$ cat src/rtl/datapath_pkg.sv
// datapath_pkg: shared encodings for the single-cycle datapath.
//   alu_op_t  : ALUControl operation codes
//   imm_src_t : ImmSrc immediate-extension formats
//   FLAG_*    : bit positions inside ALUFlags
package datapath_pkg;
    typedef enum logic [1:0] {
        ALU_ADD = 2'b00,
        ALU_SUB = 2'b01,
        ALU_AND = 2'b10,
        ALU_ORR = 2'b11
    } alu_op_t;

    typedef enum logic [1:0] {
        IMM_ZX8  = 2'b00,
        IMM_ZX12 = 2'b01,
        IMM_BR24 = 2'b10,
        IMM_ZERO = 2'b11
    } imm_src_t;

    localparam int FLAG_N = 3;
    localparam int FLAG_Z = 2;
    localparam int FLAG_C = 1;
    localparam int FLAG_V = 0;

    localparam logic [3:0] PC_REG = 4'd15;
endpackage

$ cat src/rtl/datapath_regfile.sv
// regfile: 15 x 32-bit registers R0-R14 with two combinational read ports.
//   clk, reset (async active-low), we/wa/wd write port,
//   ra1/ra2 read addresses, r15 value returned for address 15, rd1/rd2 read data.
module regfile
    import datapath_pkg::*;
(
    input  logic        clk,
    input  logic        reset,
    input  logic        we,
    input  logic [3:0]  wa,
    input  logic [31:0] wd,
    input  logic [3:0]  ra1,
    input  logic [3:0]  ra2,
    input  logic [31:0] r15,
    output logic [31:0] rd1,
    output logic [31:0] rd2
);
    logic [31:0] rf [15];

    // Address 15 is the PC alias, so it is never stored here.
    always_ff @(posedge clk or negedge reset) begin
        if (!reset) begin
            for (int i = 0; i < 15; i++) rf[i] <= '0;
        end else if (we && wa != PC_REG) begin
            rf[wa] <= wd;
        end
    end

    assign rd1 = (ra1 == PC_REG) ? r15 : rf[ra1];
    assign rd2 = (ra2 == PC_REG) ? r15 : rf[ra2];
endmodule

$ cat src/rtl/datapath.sv
// datapath: single-cycle datapath with PC register, register file, extender and ALU.
//   clk, reset (async active-low)
//   RegSrc, RegWrite, ImmSrc, ALUSrc, ALUControl, MemtoReg, PCSrc : control
//   Instr, ReadData : instruction word and data-memory read value
//   ALUFlags {N,Z,C,V}, PC, ALUResult, WriteData : outputs
module datapath
    import datapath_pkg::*;
(
    input  logic        clk,
    input  logic        reset,
    input  logic [1:0]  RegSrc,
    input  logic        RegWrite,
    input  logic [1:0]  ImmSrc,
    input  logic        ALUSrc,
    input  logic [1:0]  ALUControl,
    input  logic        MemtoReg,
    input  logic        PCSrc,
    input  logic [31:0] Instr,
    input  logic [31:0] ReadData,
    output logic [3:0]  ALUFlags,
    output logic [31:0] PC,
    output logic [31:0] ALUResult,
    output logic [31:0] WriteData
);
    logic [31:0] pc_plus4, pc_plus8, rd1, ext_imm, src_b, b_eff, result;
    logic [3:0]  ra1, ra2;
    logic [32:0] sum;
    logic        sub, arith;
    alu_op_t     op;
    logic        unused_instr;

    assign unused_instr = &{1'b0, Instr[31:24]};

    assign pc_plus4 = PC + 32'd4;
    assign pc_plus8 = pc_plus4 + 32'd4;

    always_ff @(posedge clk or negedge reset) begin
        if (!reset) PC <= '0;
        else        PC <= PCSrc ? result : pc_plus4;
    end

    assign ra1 = RegSrc[0] ? PC_REG : Instr[19:16];
    assign ra2 = RegSrc[1] ? Instr[15:12] : Instr[3:0];

    regfile u_regfile (
        .clk (clk),
        .reset (reset),
        .we (RegWrite),
        .wa (Instr[15:12]),
        .wd (result),
        .ra1 (ra1),
        .ra2 (ra2),
        .r15 (pc_plus8),
        .rd1 (rd1),
        .rd2 (WriteData)
    );

    always_comb begin
        ext_imm = '0;
        case (imm_src_t'(ImmSrc))
            IMM_ZX8:  ext_imm = {24'b0, Instr[7:0]};
            IMM_ZX12: ext_imm = {20'b0, Instr[11:0]};
            IMM_BR24: ext_imm = {{6{Instr[23]}}, Instr[23:0], 2'b00};
            default:  ext_imm = '0;
        endcase
    end

    assign src_b = ALUSrc ? ext_imm : WriteData;
    assign op    = alu_op_t'(ALUControl);

    // SUB is A + ~B + 1, so the shared adder's carry-out doubles as "no borrow".
    always_comb begin
        sub       = (op == ALU_SUB);
        arith     = (op == ALU_ADD) || (op == ALU_SUB);
        b_eff     = sub ? ~src_b : src_b;
        sum       = {1'b0, rd1} + {1'b0, b_eff} + {32'b0, sub};
        ALUResult = (op == ALU_AND) ? (rd1 & src_b) :
                    (op == ALU_ORR) ? (rd1 | src_b) : sum[31:0];
        ALUFlags         = '0;
        ALUFlags[FLAG_N] = ALUResult[31];
        ALUFlags[FLAG_Z] = (ALUResult == 32'd0);
        ALUFlags[FLAG_C] = arith & sum[32];
        ALUFlags[FLAG_V] = arith & (rd1[31] == b_eff[31]) & (sum[31] != rd1[31]);
    end

    assign result = MemtoReg ? ReadData : ALUResult;
endmodule

$ cat config.mk
export PLATFORM = sky130hd
export DESIGN_NAME = datapath
export DESIGN_NICKNAME = d
export VERILOG_FILES = /design/src/rtl/datapath_pkg.sv /design/src/rtl/datapath_regfile.sv /design/src/rtl/datapath.sv
export SDC_FILE = /design/constraint.sdc
export NUM_CORES = 2
export LEC_CHECK = 0
export ABC_CLOCK_PERIOD_IN_PS = 20600
export CAP_MARGIN = 0
export CORE_AREA = 4 4 341 175
export CTS_CLUSTER_SIZE = 25
export DETAILED_ROUTE_END_ITERATION = 12
export DIE_AREA = 0 0 345 179
export PLACE_DENSITY = 0.82
export SLEW_MARGIN = 20
export SYNTH_ARGS = -nofsm -noshare
export SYNTH_HDL_FRONTEND = slang
export SYNTH_SLANG_ARGS = --single-unit
$ cat constraint.sdc
create_clock -name clk -period 20.6 [get_ports clk]
set_input_delay 4.12 -clock clk [delete_from_list [all_inputs] [get_ports clk]]
set_output_delay 4.12 -clock clk [all_outputs]
set_load 0.01 [all_outputs]
After elaboration in Yosys (flattened, before gate mapping)
Index checks and enable logic that the tools add are counted.
{"block": "totals", "ff_bits": 512, "inputBits": 76, "out_inout_bits": 100, "elab_cells": 69}
{"block": "classes", "addsub": 4, "order_cmp": 4, "eq_ne": 10, "n_mux": 20, "bitwise": 9, "n_reduce_logical": 6}
{"cell": "480-bit bitwise mux", "n": 1}
{"cell": "32-bit two-way mux", "n": 13}
{"cell": "32-bit binary-select mux with 4-bit select", "n": 2}
{"cell": "32-bit demux with 4-bit select", "n": 1}
{"cell": "32-bit one-hot mux with 3 select lines", "n": 1}
{"cell": "32-bit by 3-bit adder with 32-bit output, second input constant", "n": 2}
{"cell": "32-bit by 32-bit adder with 33-bit output", "n": 1}
{"cell": "33-bit by 1-bit adder with 33-bit output", "n": 1}
{"cell": "32-bit AND", "n": 1}
{"cell": "32-bit zero test", "n": 1}
{"cell": "32-bit inverter", "n": 1}
{"cell": "32-bit bitwise OR", "n": 1}
{"cell": "5-bit greater-or-equal comparator, second input constant", "n": 3}
{"cell": "4-bit inverter with 5-bit output", "n": 3}
{"cell": "4-bit == test, second input constant", "n": 2}
{"cell": "4-bit two-way mux", "n": 2}
{"cell": "2-bit == test, second input constant", "n": 3}
{"cell": "5-bit by 1-bit < comparator with 1-bit output, second input constant", "n": 1}
{"cell": "2-bit by 1-bit == test with 1-bit output, second input constant", "n": 2}
{"cell": "2-bit zero test", "n": 2}
{"cell": "4-bit != test, second input constant", "n": 1}
{"cell": "1-bit AND", "n": 3}
{"cell": "1-bit logical AND", "n": 2}
{"cell": "1-bit == test", "n": 1}
{"cell": "other kinds (2)", "n": 2}

Logic depth before layout (Yosys ltp)
{"block": "depth", "depth_word": 15, "ltp_mapped": 29, "ltp_nobuf": 24}

Modules after synthesis
A second synthesis with hierarchy kept.
{"block": "hier_totals", "cells_unflattened": 2728, "hier_area_um2": 32801.5}
{"mod": "regfile", "n_inst": 1, "cells_each": 1785, "area_per_inst_um2": 26097.5}
{"mod": "datapath", "n_inst": 1, "cells_each": 943, "area_per_inst_um2": 6703.9}

Least setup slack after synthesis
Ideal clock, no wire load.
{"block": "synth_timing", "path_type": "input to output", "startpoint": "input port Instr[12]", "endpoint": "output port ALUFlags[2]", "t_arrival_ns": 9.971, "setup_slack_ns": 6.509, "path_stages": 27, "n_path_buf": 6, "path_cell_list": "buf_2 -> mux2_2 -> buf_2 -> buf_2 -> clkbuf_1 -> clkbuf_1 -> buf_2 -> nand2_1 -> a21oi_1 -> a21oi_1 -> o221ai_1 -> a21oi_1 -> a21oi_1 -> mux2i_1 -> xnor2_1 -> ha_1 -> and4_1 -> o2111ai_1 -> o21ai_0 -> nand4bb_1 -> nand3_1 -> xor2_1 -> mux2_2 -> or4_1 -> or4_1 -> or4_1 -> nor4b_2"}
{"block": "synth_via", "elab_chain_cells": 14}
{"element": "start, declared", "line": "datapath.sv:18", "source": "input logic [31:0] Instr,"}
{"element": "4-bit two-way mux *", "line": "datapath.sv:43", "source": "assign ra2 = RegSrc[1] ? Instr[15:12] : Instr[3:0];"}
{"element": "4-bit inverter with 5-bit output (not written as such)", "line": "datapath_regfile.sv:30", "source": "assign rd2 = (ra2 == PC_REG) ? r15 : rf[ra2];"}
{"element": "32-bit binary-select mux with 4-bit select", "line": "datapath_regfile.sv:30"}
{"element": "32-bit two-way mux (not written as such) (2 in series)", "line": "datapath_regfile.sv:30"}
{"element": "32-bit two-way mux *", "line": "datapath_regfile.sv:30"}
{"element": "named net WriteData[3]", "line": "datapath.sv:23", "source": "output logic [31:0] WriteData"}
{"element": "32-bit two-way mux *", "line": "datapath.sv:68", "source": "assign src_b = ALUSrc ? ext_imm : WriteData;"}
{"element": "32-bit inverter", "line": "datapath.sv:75", "source": "b_eff = sub ? ~src_b : src_b;"}
{"element": "32-bit two-way mux *", "line": "datapath.sv:75"}
{"element": "32-bit by 32-bit adder with 33-bit output *", "line": "datapath.sv:76", "source": "sum = {1'b0, rd1} + {1'b0, b_eff} + {32'b0, sub};"}
{"element": "33-bit by 1-bit adder with 33-bit output *", "line": "datapath.sv:76"}
{"element": "32-bit two-way mux *", "line": "datapath.sv:78", "source": "(op == ALU_ORR) ? (rd1 | src_b) : sum[31:0];"}
{"element": "32-bit two-way mux *", "line": "datapath.sv:77", "source": "ALUResult = (op == ALU_AND) ? (rd1 & src_b) :"}
{"element": "named net ALUResult[7]", "line": "datapath.sv:22", "source": "output logic [31:0] ALUResult,"}
{"element": "32-bit zero test *", "line": "datapath.sv:81", "source": "ALUFlags[FLAG_Z] = (ALUResult == 32'd0);"}
{"element": "end, declared", "line": "datapath.sv:20", "source": "output logic [3:0] ALUFlags,"}
Mark *: on every way through the listed nets, which the timed path passes. The rest lies on a longest branch. The select of a mux whose other input is x is not followed.

Final worst setup path
{"block": "layout_timing", "startpoint": "input port RegSrc[1]", "endpoint": "output port ALUFlags[2]"}
{"block": "layout_via", "elab_chain_cells": 14}
{"element": "start, declared", "line": "datapath.sv:11", "source": "input logic [1:0] RegSrc,"}
{"element": "4-bit two-way mux *", "line": "datapath.sv:43"}
{"element": "4-bit inverter with 5-bit output (not written as such)", "line": "datapath_regfile.sv:30"}
{"element": "32-bit binary-select mux with 4-bit select", "line": "datapath_regfile.sv:30"}
{"element": "32-bit two-way mux (not written as such) (2 in series)", "line": "datapath_regfile.sv:30"}
{"element": "32-bit two-way mux *", "line": "datapath_regfile.sv:30"}
{"element": "32-bit two-way mux *", "line": "datapath.sv:68"}
{"element": "32-bit inverter", "line": "datapath.sv:75"}
{"element": "32-bit two-way mux", "line": "datapath.sv:75"}
{"element": "32-bit by 32-bit adder with 33-bit output", "line": "datapath.sv:76"}
{"element": "33-bit by 1-bit adder with 33-bit output", "line": "datapath.sv:76"}
{"element": "32-bit two-way mux", "line": "datapath.sv:78"}
{"element": "32-bit two-way mux *", "line": "datapath.sv:77"}
{"element": "32-bit zero test *", "line": "datapath.sv:81"}
Every way passes the cells marked *; elsewhere a longest branch is shown, timed or not. The select of a mux whose other input is x is not followed.

==> impl_summary.log <==
[metrics] GRT Overall Usage: 0.448
[metrics] total placed cells including tap cells: approximately 4700
[metrics] clock edge transition at the registers on the reported setup and hold paths: roughly 60 ps
[metrics] critical path arrival: roughly 13000 ps
[metrics] Initial Util: 0.595
[metrics] initial antenna violation count: 10
[metrics] Max-Slew Margin vs Limit: 0.130
[metrics] buffer cell driving the clock tree root: sky130_fd_sc_hd__clkbuf_16
[metrics] Hold Vio Cnt, Final: 0
[metrics] H-Tree Depth: 2
[metrics] number of setup buffers added after CTS: 0
[metrics] clock share of power: 0.228
[metrics] peak clock frequency supported by timing: 59.2 MHz
[metrics] layout-stage area growth over the synthesis result: 11.8%
[metrics] max-capacitance violation count: 0
[metrics] router iterations before antenna repair: 12
[metrics] predominant post-synthesis flop cell: sky130_fd_sc_hd__dfrtp_1
[metrics] Synth area leaders: sky130_fd_sc_hd__dfrtp_1, sky130_fd_sc_hd__nand2_1, sky130_fd_sc_hd__o21ai_0
[metrics] internal power contribution: 0.00259 W
[metrics] area leader, netlist: sky130_fd_sc_hd__dfrtp_1
[metrics] Placement Setup Slack: around 4100 ps
[metrics] setup TNS: 0 ps
[metrics] total vias in the final route: 34900
[metrics] Die W: around 350 um
[metrics] Peak supply drop: ~99 uV
[metrics] Clk Latency, worst-skew pair: 630 ps
[metrics] Die Y: 179 um
[metrics] fraction of final layout cells with drive strength greater than 1: 0.108
[metrics] type of the most critical hold path: flop to flop
[metrics] RSZ-0062 raised after global routing: false
[metrics] drt via density: roughly 7.2
[metrics] Net Sw Frac: 0.414
[metrics] Clock Skews: about 29 ps
[metrics] top cell type's share of synthesized area: 0.379
[metrics] count of final max-slew check failures: 0
[metrics] first-pass GRT wire length: roughly 210000 um
[metrics] die area: around 62000 um2
[metrics] Critical Path End Type: output port
[metrics] via count of the first global-routing pass: around 32000
[metrics] net switching power figure: approximately 0.0018 W
[metrics] share of synthesized area occupied by flip-flops and latches: 0.379
[metrics] instance count of the mapped netlist: about 4000
[metrics] number of buffers created by CTS: 48
[metrics] setup violation total in the final timing report: 0
[metrics] Layout Cells excl Fill: ~4800
[metrics] routed wire length: approximately 140000 um
[metrics] number of design rule violations left after detail routing: 2
[metrics] number of rows in the core area: between 60 and 70
[metrics] final clock period utilization by the worst path: 0.819
[metrics] area of the core: 56800 um2
[metrics] number of buffers inserted by hold repair at cts: 0
[metrics] EDFF count, synth: 0
[metrics] cell area after layout: around 38000 um2
[metrics] Worst EP required: 16480 ps
[metrics] sequential power share: 0.372
[metrics] final routed wire length divided by cell count: between 20 and 30 um
[metrics] total leakage power: approximately 16 nW
[metrics] pin count of the biggest net entering global routing: ~120
[metrics] number of port buffers: about 170
[metrics] placed inst area: ~36000 um2
[metrics] total nets after synthesis: a little over 4000
[metrics] number of warnings printed during yosys synthesis: 0
[metrics] Congestion Overflow GR: 0
[metrics] Power per Cell Area: between 100 and 150 nW/um2
[metrics] Synth cell types: 96
[metrics] run status: complete, but fails checks
[metrics] share of total power in combinational logic: 0.400
[metrics] last weighted congestion value of the routability-driven placer: between 1 and 1.5
[metrics] number of synthesized register bits: approximately 510
[metrics] violations in the final reports: DRC
[metrics] layout net count: between 4000 and 5000
[metrics] Longest Clk Path Bufs: 3
[metrics] synthesized area divided by synthesized cell count: 8.35 um2
[metrics] share of synthesized registers carrying an async set or reset: 1.00
[metrics] type of origin of the critical path: primary input
[metrics] Tot Pwr: about 0.0044 W
[metrics] time the worst path needs with I/O delays and setup: 16880 ps
[metrics] final setup margin: 3720 ps
[metrics] count of cells resized by post-cts repair: 0
[metrics] Top Ports: 176
[metrics] post-detailed-placement half-perimeter wirelength: 92900 um
[metrics] transition time at the pin with the least slew margin: roughly 1300 ps
[metrics] Post-DRT Antenna Nets: 0
[metrics] worst setup path class: primary input to output port
[metrics] count of clock tree sinks: about 510
[metrics] starting DRC count in detailed routing: around 6200
[metrics] maximum fanout encountered on the critical timing path: slightly above 50
[metrics] post-synthesis cell area: around 34000 um2
[metrics] CTS tree: done
-- synthesized netlist by cell type (all sizes together) (28+ instances only) --
master  instances
buf            95
ha             33
nor3           56
o22ai          28
o211ai         31
nand2         823
a211oi         87
dfrtp         512
o21ai         592
nand3         106
a31oi          72
mux2i         194
nor2          143
xor2           44
a21oi         164
inv            46
xnor2          51
mux2          133
a21o           32
clkbuf        259
nor2b          59
-- final cells by class --
class,count,area [um2]
Fill cell,4684,19000
Clock inverter,16,294
Antenna cell,3,7.51
Clock buffer,72,1440
Sequential cell,512,12800
Inverter,49,184
Multi-Input combinational cell,3134,19700
Tap cell,768,961
Timing Repair Buffer,268,2410
-- cells in the final DEF (no fill, tap or decap), drive strengths merged, types with 16 or more instances in the layout --
cell type,n
a211oi,87
a21o,32
a21oi,164
a221oi,27
a22oi,18
a311oi,17
a31oi,72
and2,18
and3,24
buf,109
clkbuf,72
clkdlybuf4s50,159
dfrtp,512
ha,33
inv,49
mux2,133
mux2i,194
mux4,27
nand2,823
nand2b,16
nand3,106
nand4,24
nor2,143
nor2b,59
nor3,56
nor4,20
o211ai,31
o21ai,592
o221ai,26
o22ai,28
o31ai,24
xnor2,51
xor2,44
-- power by group through the flow --
stage	combinational [W]	clock (W)	sequential (W)
after detailed placement	0.00167	0	0.00163
after global routing	0.00189	0.00105	0.00167
after floorplan	0.00109	0	0.00152
after CTS	0.00168	0.00100	0.00162
after global placement	0.00162	0	0.00162
final	0.00177	0.00101	0.00164
-- sequential cells by signal, indices dropped and copies added (netlist names) --
| signal | flops |
|---|---|
| u_regfile.rf | 480 |
| PC | 32 |
-- per-stage QoR --
stage | hold WS (ps) | utilization
3_3_place_gp | 478 | 0.634
2_1_floorplan | 455 | -
6_report | 500 | 0.666
3_5_place_dp | 487 | 0.634
5_1_grt | 524 | 0.666
4_1_cts | 501 | 0.664
-- final timing paths --
check                                        from                 to  slack (ps)  cells past startpoint
worst min register to register  u_regfile.rf[384]  u_regfile.rf[384]         500                      2
max in group asynchronous                   reset  u_regfile.rf[262]       14590                      3
worst max register to register              PC[2]  u_regfile.rf[319]       12540                     23
min in group asynchronous                   reset  u_regfile.rf[410]        3580                      1
worst max-delay path                    RegSrc[1]        ALUFlags[2]        3720                     24
worst min-delay path            u_regfile.rf[384]  u_regfile.rf[384]         500                      2
-- critical path, cell delays in order --
cell and delay [ps]:
sky130_fd_sc_hd__buf_2 400, sky130_fd_sc_hd__buf_4 610, sky130_fd_sc_hd__mux2i_4 330, sky130_fd_sc_hd__buf_4 520, sky130_fd_sc_hd__buf_4 610, sky130_fd_sc_hd__nor2_1 250, sky130_fd_sc_hd__a22oi_1 320, sky130_fd_sc_hd__nor2_1 90
sky130_fd_sc_hd__o32a_1 400, sky130_fd_sc_hd__o31ai_1 550, sky130_fd_sc_hd__xnor2_1 140, sky130_fd_sc_hd__ha_1 360, sky130_fd_sc_hd__and4_1 300, sky130_fd_sc_hd__o2111ai_1 130, sky130_fd_sc_hd__o21ai_0 560, sky130_fd_sc_hd__nand4bb_1 210
sky130_fd_sc_hd__nand3_1 230, sky130_fd_sc_hd__xor2_1 90, sky130_fd_sc_hd__mux2_2 320, sky130_fd_sc_hd__or4_1 380, sky130_fd_sc_hd__or4_1 410, sky130_fd_sc_hd__or4_1 530, sky130_fd_sc_hd__nor4b_2 220, sky130_fd_sc_hd__clkdlybuf4s50_1 570
-- logic make-up after synthesis --
family          Yosys count  synth area share
mux                     354             0.120
xor+xnor                 95            0.0248
compound gates         1266             0.231
fa+ha+maj                49            0.0172
buf+inv                 403            0.0477
simple gates           1370             0.181
flops                   512             0.379
-- layer usage --
layer | vias up | routed length, um | GRT usage
li1 | 14600 | - | -
met1 | 16500 | 53000 | 0.588
met2 | 3165 | 52900 | 0.584
met3 | 624 | 29700 | 0.289
met4 | 18 | 6500 | 0.160
met5 | - | 385 | 0.0188
Note: power is estimated with default switching activity, not from simulation.
